`src/rtl/hilo_mac_ctrl.sv`:
```
// HI/LO multiply-accumulate sequencer: launches an external multiplier, folds products into HI/LO.
// Latency: MT ops write at T+1, MULT at D+1, MADD/MSUB at D+2 (one cycle earlier with HILO_FWD_EN).
// Backpressure: o_req_ready only in IDLE; no accept while i_flush is high. Optional macro: HILO_FWD_EN.
module hilo_mac_ctrl (
    input  logic        i_clk,
    input  logic        i_rst_n,
    input  logic        i_req_valid,
    output logic        o_req_ready,
    input  logic [2:0]  i_req_op,
    input  logic [31:0] i_req_a,
    input  logic [31:0] i_req_b,
    input  logic        i_flush,
    output logic        o_mul_start,
    output logic [31:0] o_mul_a,
    output logic [31:0] o_mul_b,
    output logic        o_mul_signed,
    input  logic        i_mul_done,
    input  logic [31:0] i_mul_lo,
    input  logic [31:0] i_mul_hi,
    output logic [31:0] o_hi,
    output logic [31:0] o_lo,
    output logic        o_busy,
    output logic        o_wr_done
);

    typedef enum logic [1:0] {
        S_IDLE     = 2'd0,
        S_MUL_WAIT = 2'd1,
        S_ACC      = 2'd2,
        S_DRAIN    = 2'd3
    } state_t;

    localparam logic [2:0] OP_MTHI = 3'd6;
    localparam logic [2:0] OP_MTLO = 3'd7;

    state_t      state_q, state_d;
    logic [31:0] hi_q, hi_d;
    logic [31:0] lo_q, lo_d;
    logic [2:0]  op_q, op_d;
    logic [31:0] a_q, a_d;
    logic [31:0] b_q, b_d;
    logic        signed_q, signed_d;
    logic [63:0] prod_q, prod_d;
    logic        start_q, start_d;
    logic        busy_q, busy_d;
    logic        wr_done_q, wr_done_d;

    logic        req_acc;
    logic        req_is_mt;
    logic        op_is_acc;
    logic        op_is_sub;
    logic [63:0] acc_res;
    logic        hi_we, lo_we;
    logic [31:0] hi_wdat, lo_wdat;

    // Request handshake: only IDLE accepts, and never alongside a flush
    assign req_acc   = i_req_valid && (state_q == S_IDLE) && !i_flush;
    assign req_is_mt = (i_req_op == OP_MTHI) || (i_req_op == OP_MTLO);
    // Only multiply ops are latched into op_q: 2..5 accumulate, 4..5 subtract
    assign op_is_acc = op_q[2] | op_q[1];
    assign op_is_sub = op_q[2];
    assign acc_res   = op_is_sub ? ({hi_q, lo_q} - prod_q) : ({hi_q, lo_q} + prod_q);

    // State register and datapath flops, synchronous active-low reset
    always_ff @(posedge i_clk) begin
        if (!i_rst_n) begin
            state_q   <= S_IDLE;
            hi_q      <= 32'd0;
            lo_q      <= 32'd0;
            op_q      <= 3'd0;
            a_q       <= 32'd0;
            b_q       <= 32'd0;
            signed_q  <= 1'b0;
            prod_q    <= 64'd0;
            start_q   <= 1'b0;
            busy_q    <= 1'b0;
            wr_done_q <= 1'b0;
        end else begin
            state_q   <= state_d;
            hi_q      <= hi_d;
            lo_q      <= lo_d;
            op_q      <= op_d;
            a_q       <= a_d;
            b_q       <= b_d;
            signed_q  <= signed_d;
            prod_q    <= prod_d;
            start_q   <= start_d;
            busy_q    <= busy_d;
            wr_done_q <= wr_done_d;
        end
    end

    // Next-state logic
    always_comb begin
        state_d = state_q;
        unique case (state_q)
            S_IDLE: begin
                if (req_acc && !req_is_mt) state_d = S_MUL_WAIT;
            end
            S_MUL_WAIT: begin
                if (i_mul_done) begin
                    // A flush racing the product discards it outright
                    state_d = (i_flush || !op_is_acc) ? S_IDLE : S_ACC;
                end else if (i_flush) begin
                    state_d = S_DRAIN;
                end
            end
            S_ACC: state_d = S_IDLE;
            S_DRAIN: begin
                if (i_mul_done) state_d = S_IDLE;
            end
            default: state_d = S_IDLE;
        endcase
    end

    // Datapath: operand latch, product capture and HI/LO write selection
    always_comb begin
        op_d     = op_q;
        a_d      = a_q;
        b_d      = b_q;
        signed_d = signed_q;
        prod_d   = prod_q;
        start_d  = 1'b0;
        hi_we    = 1'b0;
        lo_we    = 1'b0;
        hi_wdat  = hi_q;
        lo_wdat  = lo_q;
        unique case (state_q)
            S_IDLE: begin
                if (req_acc) begin
                    if (i_req_op == OP_MTHI) begin
                        hi_we   = 1'b1;
                        hi_wdat = i_req_a;
                    end else if (i_req_op == OP_MTLO) begin
                        lo_we   = 1'b1;
                        lo_wdat = i_req_a;
                    end else begin
                        op_d     = i_req_op;
                        a_d      = i_req_a;
                        b_d      = i_req_b;
                        signed_d = ~i_req_op[0];
                        start_d  = 1'b1;
                    end
                end
            end
            S_MUL_WAIT: begin
                if (i_mul_done && !i_flush) begin
                    if (op_is_acc) begin
                        prod_d = {i_mul_hi, i_mul_lo};
                    end else begin
                        hi_we   = 1'b1;
                        lo_we   = 1'b1;
                        hi_wdat = i_mul_hi;
                        lo_wdat = i_mul_lo;
                    end
                end
            end
            S_ACC: begin
                if (!i_flush) begin
                    hi_we   = 1'b1;
                    lo_we   = 1'b1;
                    hi_wdat = acc_res[63:32];
                    lo_wdat = acc_res[31:0];
                end
            end
            default: ;
        endcase
        hi_d      = hi_we ? hi_wdat : hi_q;
        lo_d      = lo_we ? lo_wdat : lo_q;
        busy_d    = (state_d != S_IDLE);
        wr_done_d = hi_we | lo_we;
    end

    // Output drive
    always_comb begin
        o_req_ready  = (state_q == S_IDLE);
        o_mul_start  = start_q;
        o_mul_a      = a_q;
        o_mul_b      = b_q;
        o_mul_signed = signed_q;
        o_busy       = busy_q;
`ifdef HILO_FWD_EN
        // Show the value being written in its write cycle
        o_hi      = hi_we ? hi_wdat : hi_q;
        o_lo      = lo_we ? lo_wdat : lo_q;
        o_wr_done = hi_we | lo_we;
`else
        o_hi      = hi_q;
        o_lo      = lo_q;
        o_wr_done = wr_done_q;
`endif
    end

endmodule

```
`config.mk`:
```
export PLATFORM = sky130hd
export DESIGN_NAME = hilo_mac_ctrl
export DESIGN_NICKNAME = d
export VERILOG_FILES = /design/src/rtl/hilo_mac_ctrl.sv
export SDC_FILE = /design/constraint.sdc
export NUM_CORES = 1
export LEC_CHECK = 0
export CAP_MARGIN = 20
export CORE_ASPECT_RATIO = 2
export CORE_MARGIN = 2
export CORE_UTILIZATION = 48
export DETAILED_ROUTE_END_ITERATION = 8
export PLACE_DENSITY = 0.79
export RECOVER_POWER = 25
export REMOVE_ABC_BUFFERS = 1
export SLEW_MARGIN = 15
export SYNTH_ARGS = -nofsm -noshare
export SYNTH_HDL_FRONTEND = slang
export SYNTH_SLANG_ARGS = --single-unit
```
`constraint.sdc`:
```
create_clock -name i_clk -period 4.9 [get_ports i_clk]
set_clock_uncertainty 0.15 [all_clocks]
set_input_delay 1.225 -clock i_clk [delete_from_list [all_inputs] [get_ports i_clk]]
set_output_delay 1.225 -clock i_clk [all_outputs]
set_load 0.02 [all_outputs]
```
==> results by group <==
Cells and area
  – Layout cell share with drive strength beyond 1: 16.2%
  – Final #Nets: 2470
  – P&R area growth vs syn: 40.7%
  – FILL cells: 2376
  – N_diodes: 0

STA
  – RSZ-0062 raised after global routing: yes
  – Hold Fails Final Rpt: 0
  – Worst setup margin: -137 ps
  – Period utilization: 103%
  – Worst Tran Pin Value: 1680 ps
  – Final setup vio count: 11
  – Tmin final: 5040 ps
  – Slew Limit Fails: 41
  – Fmax: 199 MHz
  – Max transition margin: -11.8%

Drt
  – Routed wire length: 50500 µm
  – WL/cell: 19.2 µm
  – DRT iter0 DRCs: 1203
  – Drt via density: 5.81
  – Drt pass-1 iters: 5
  – Post-route ant nets: 0
  – DR DRC count: 0
  – Vias: 15313

Hold path
  – Hold path endpoint: o_mul_b[22]$_SDFFE_PN0P_
  – HP Class: flip-flop to flip-flop
  – Hold Startpoint: o_mul_b[22]$_SDFFE_PN0P_
  – Worst Hold Depth: 2

Setup path
  – Req. time, crit path: 5080 ps
  – CP delay by family, top: simple AND/OR/NAND/NOR gates
  – Critical-path top delay cell: or4b_4
  – Critical path fanouts, max: 5
  – CP Capture Type: flip-flop
  – WS Path Type: flip-flop to flip-flop
  – R2R Setup Slk: -140 ps
  – CP dominant cell by count: buf_4
  – R2R depth: 22
  – Reg2reg end: o_hi[22]$_SDFFE_PN0P_
  – CP startpoint kind: flip-flop
  – Cell depth of the worst setup path: 22
  – Worst Path Buf+Inv: 5
  – R2r startpoint: prod_q[15]$_SDFFE_PN0P_
  – Critical Path AT: 5220 ps
  – Max incr delay on CP: 560 ps
  – CP cell instances: or4_4, nor4_4, or4b_4, nor3b_4, buf_4, nand3_4, buf_4, nor2_4, a21oi_1, xnor2_1, ha_1, and3_2, a31oi_1, nand2_1, a31oi_2, o31ai_4, buf_4, a31oi_4, buf_6, buf_4, xnor2_1, o22ai_1

GRT
  – Largest net degree at the start of global routing: 89
  – GRT overflow: 0
  – Total global-route track usage: 33.0%
  – Number of global-route vias before repair: 14717
  – Global-route wire length before repair: 77000 µm
  – Initial antenna violation count: 0

Die
  – Number of core rows: 87
  – Initial Util: 48.5%
  – Die Span Y: 242 µm
  – Core footprint: 28000 µm²
  – Die W: 123 µm
  – Total Die Area: 29700 µm²
  – IO Count: 269

Synth
  – Post-synthesis simple-gate area fraction: 24.7%
  – Post-Syn Area: 13600 µm²
  – Sequential element share of the synthesized area: 29.5%
  – Synth Area per Inst: 7.23 µm²
  – Asr flop ratio synth: 0%
  – Compound-Gate Fraction of Synth Area: 26.9%
  – Ys flop type: dfxtp_1
  – Main combinational cell family by area after synthesis: compound AO/OA/AOI/OAI gates
  – Synth unique cells: 76
  – Mux contribution to synthesized area: 0.231%
  – Seq cells post-synth: 200
  – Post-Synth Adder-Cell Area: 6.42%
  – Synthesized instance count: 1876
  – EDFF count, synth: 0
  – Xor/xnor share of the synthesized area: 7.55%
  – Synth warn: 0

Clocking
  – H-tree Lvls: 4
  – Max clock buf depth: 2
  – Root Driver: clkbuf_16
  – CTS tree: done
  – Clk sinks: 200
  – Cts bufs inserted: 17
  – Hold_buf cts: 0
  – Clock latency on the worst-skew pair: 470 ps
  – Reg clk slew, reported paths: 70 ps

Placed design
  – Worst slack, placed: -262 ps
  – Port bufs: 268
  – Final GP Congestion: 0.983
  – Hpwl dp: 37100 µm

Run status
  – Failing checks: max-capacitance violations, max-slew violations, negative setup slack
  – Run status: finished, violations left

Power and ir drop
  – Leakage: 7.75 nW
  – PwrDens: 309 nW/µm²
  – Final Total Pwr: 5.89 mW
  – Maximum VDD drop: 0.000251 V

Flow run
  – # Max-Cap Violations: 1
-- per-stage QoR --
stage / cell area [µm²] / hold WS [ps] / TNS [ps] / cells / util (%)
after global placement: 17800 / 298 / -1930 / 2574 / 63.7
after global routing: 19100 / 330 / -4030 / 2634 / 68.2
after detailed placement: 17800 / 305 / -2350 / 2574 / 63.7
final: 19100 / 310 / -769 / 2634 / 68.2
after CTS: 18600 / 315 / -218 / 2614 / 66.6
after floorplan: 13100 / 305 / -41950 / 1753 / -
-- sequential cells by signal (all words and copies together), names as in the netlist --
signal        flops
state_q           2
o_wr_done         1
o_lo             32
o_hi             32
o_mul_signed      1
prod_q           64
o_mul_start       1
o_busy            1
o_mul_b          32
o_mul_a          32
op_q              2
-- layer usage --
metal	wire, µm	track usage [%]	vias up
met3	3490	4.67	152
met2	25000	56.7	690
met4	2660	16.7	0
li1	-	-	7357
met5	0	0	-
met1	19300	39.2	7114
-- worst register-to-register path: cells and delay by family, from the launching register on --
family	cells	cell delay (ps)
compound gates	6	930
xor+xnor	2	240
fa+ha+maj	1	360
buf+inv	5	770
flops	1	320
simple gates	8	2140
-- what timing repair did --
action / CTS / global route
gates resized for setup: 40 / 80
gates cloned: 0 / 0
pin swaps: 7 / 39
setup buffers: 8 / 22
setup endpoints to repair: 18 / 25
endpoints found under the hold margin: 0 / 0
-- worst max path at each step --
stage                                   to  slack (ps)                     from
floorplan           prod_q[0]$_SDFFE_PN0P_        -660    state_q[1]$_SDFF_PN0_
global placement     o_hi[31]$_SDFFE_PN0P_        -320  prod_q[15]$_SDFFE_PN0P_
detailed placement   o_hi[31]$_SDFFE_PN0P_        -260  prod_q[15]$_SDFFE_PN0P_
CTS                  o_hi[31]$_SDFFE_PN0P_         -90  prod_q[15]$_SDFFE_PN0P_
global route         o_hi[28]$_SDFFE_PN0P_        -380  prod_q[15]$_SDFFE_PN0P_
finish               o_hi[22]$_SDFFE_PN0P_        -140  prod_q[15]$_SDFFE_PN0P_
-- logic make-up after synthesis --
logic type / Yosys count
compound gates: 581
xor+xnor: 116
fa+ha+maj: 69
buf+inv: 170
flops: 200
mux: 3
simple gates: 737
-- cell usage after synthesis (6+ instances only) --
| master | n | area [µm²] |
|---|---|---|
| a21oi_1 | 219 | 1100 |
| nand2_1 | 395 | 1480 |
| ha_1 | 68 | 851 |
| clkbuf_1 | 107 | 402 |
| inv_1 | 45 | 169 |
| nor2_1 | 118 | 443 |
| buf_1 | 15 | 56.3 |
| or3_1 | 6 | 37.5 |
| o21bai_1 | 20 | 150 |
| a311oi_1 | 26 | 228 |
| xor2_1 | 21 | 184 |
| o21ai_0 | 90 | 450 |
| o211ai_1 | 15 | 113 |
| and3_1 | 7 | 43.8 |
| o21a_1 | 7 | 52.6 |
| nor3_1 | 27 | 135 |
| nand3b_1 | 7 | 52.6 |
| and2_1 | 8 | 50.1 |
| a21o_1 | 39 | 293 |
| o31ai_1 | 9 | 67.6 |
| a31oi_1 | 26 | 163 |
| o22ai_1 | 11 | 68.8 |
| nor4_1 | 8 | 50.1 |
| a21boi_0 | 73 | 548 |
| or2_2 | 6 | 37.5 |
| nand3_1 | 56 | 280 |
| xnor2_1 | 94 | 823 |
| dfxtp_1 | 200 | 4000 |
| nand2b_1 | 28 | 175 |
| a211oi_1 | 6 | 45.0 |
| nor2b_1 | 23 | 144 |
| nand4_1 | 26 | 163 |
-- where the power goes --
| group | total [mW] | switching [mW] | internal (mW) |
|---|---|---|---|
| clock network | 1.53 | 0.715 | 0.811 |
| registers | 1.69 | 0.0288 | 1.66 |
| logic | 2.67 | 1.41 | 1.26 |
-- final cells by class --
cell class,instances,area (µm²),area share (%)
clock buffers,20,467,2.45
clock inverters,12,156,0.819
inverters,47,176,0.924
multi-input cells,1506,9370,49.1
flip-flops and latches,200,4010,21.0
well taps,356,445,2.33
repair buffers,493,4460,23.4
-- placed cells by master (no fill, tap or decap), types with 28 or more instances in the layout --
cell             netlist  routed
dfxtp_1              200     198
nand3_1               56      56
xnor2_1               94      93
o21ai_0               90      73
nor2_1               118     113
ha_1                  68      62
nand2_1              395     389
nand2b_1              28      28
inv_1                 45      44
a21o_1                39      38
a21boi_0              73      71
a21oi_1              219     198
dlygate4sd3_1          0      75
buf_4                  0     213
clkdlybuf4s50_1        0     192
No activity file was read; power rests on OpenSTA's default activity.
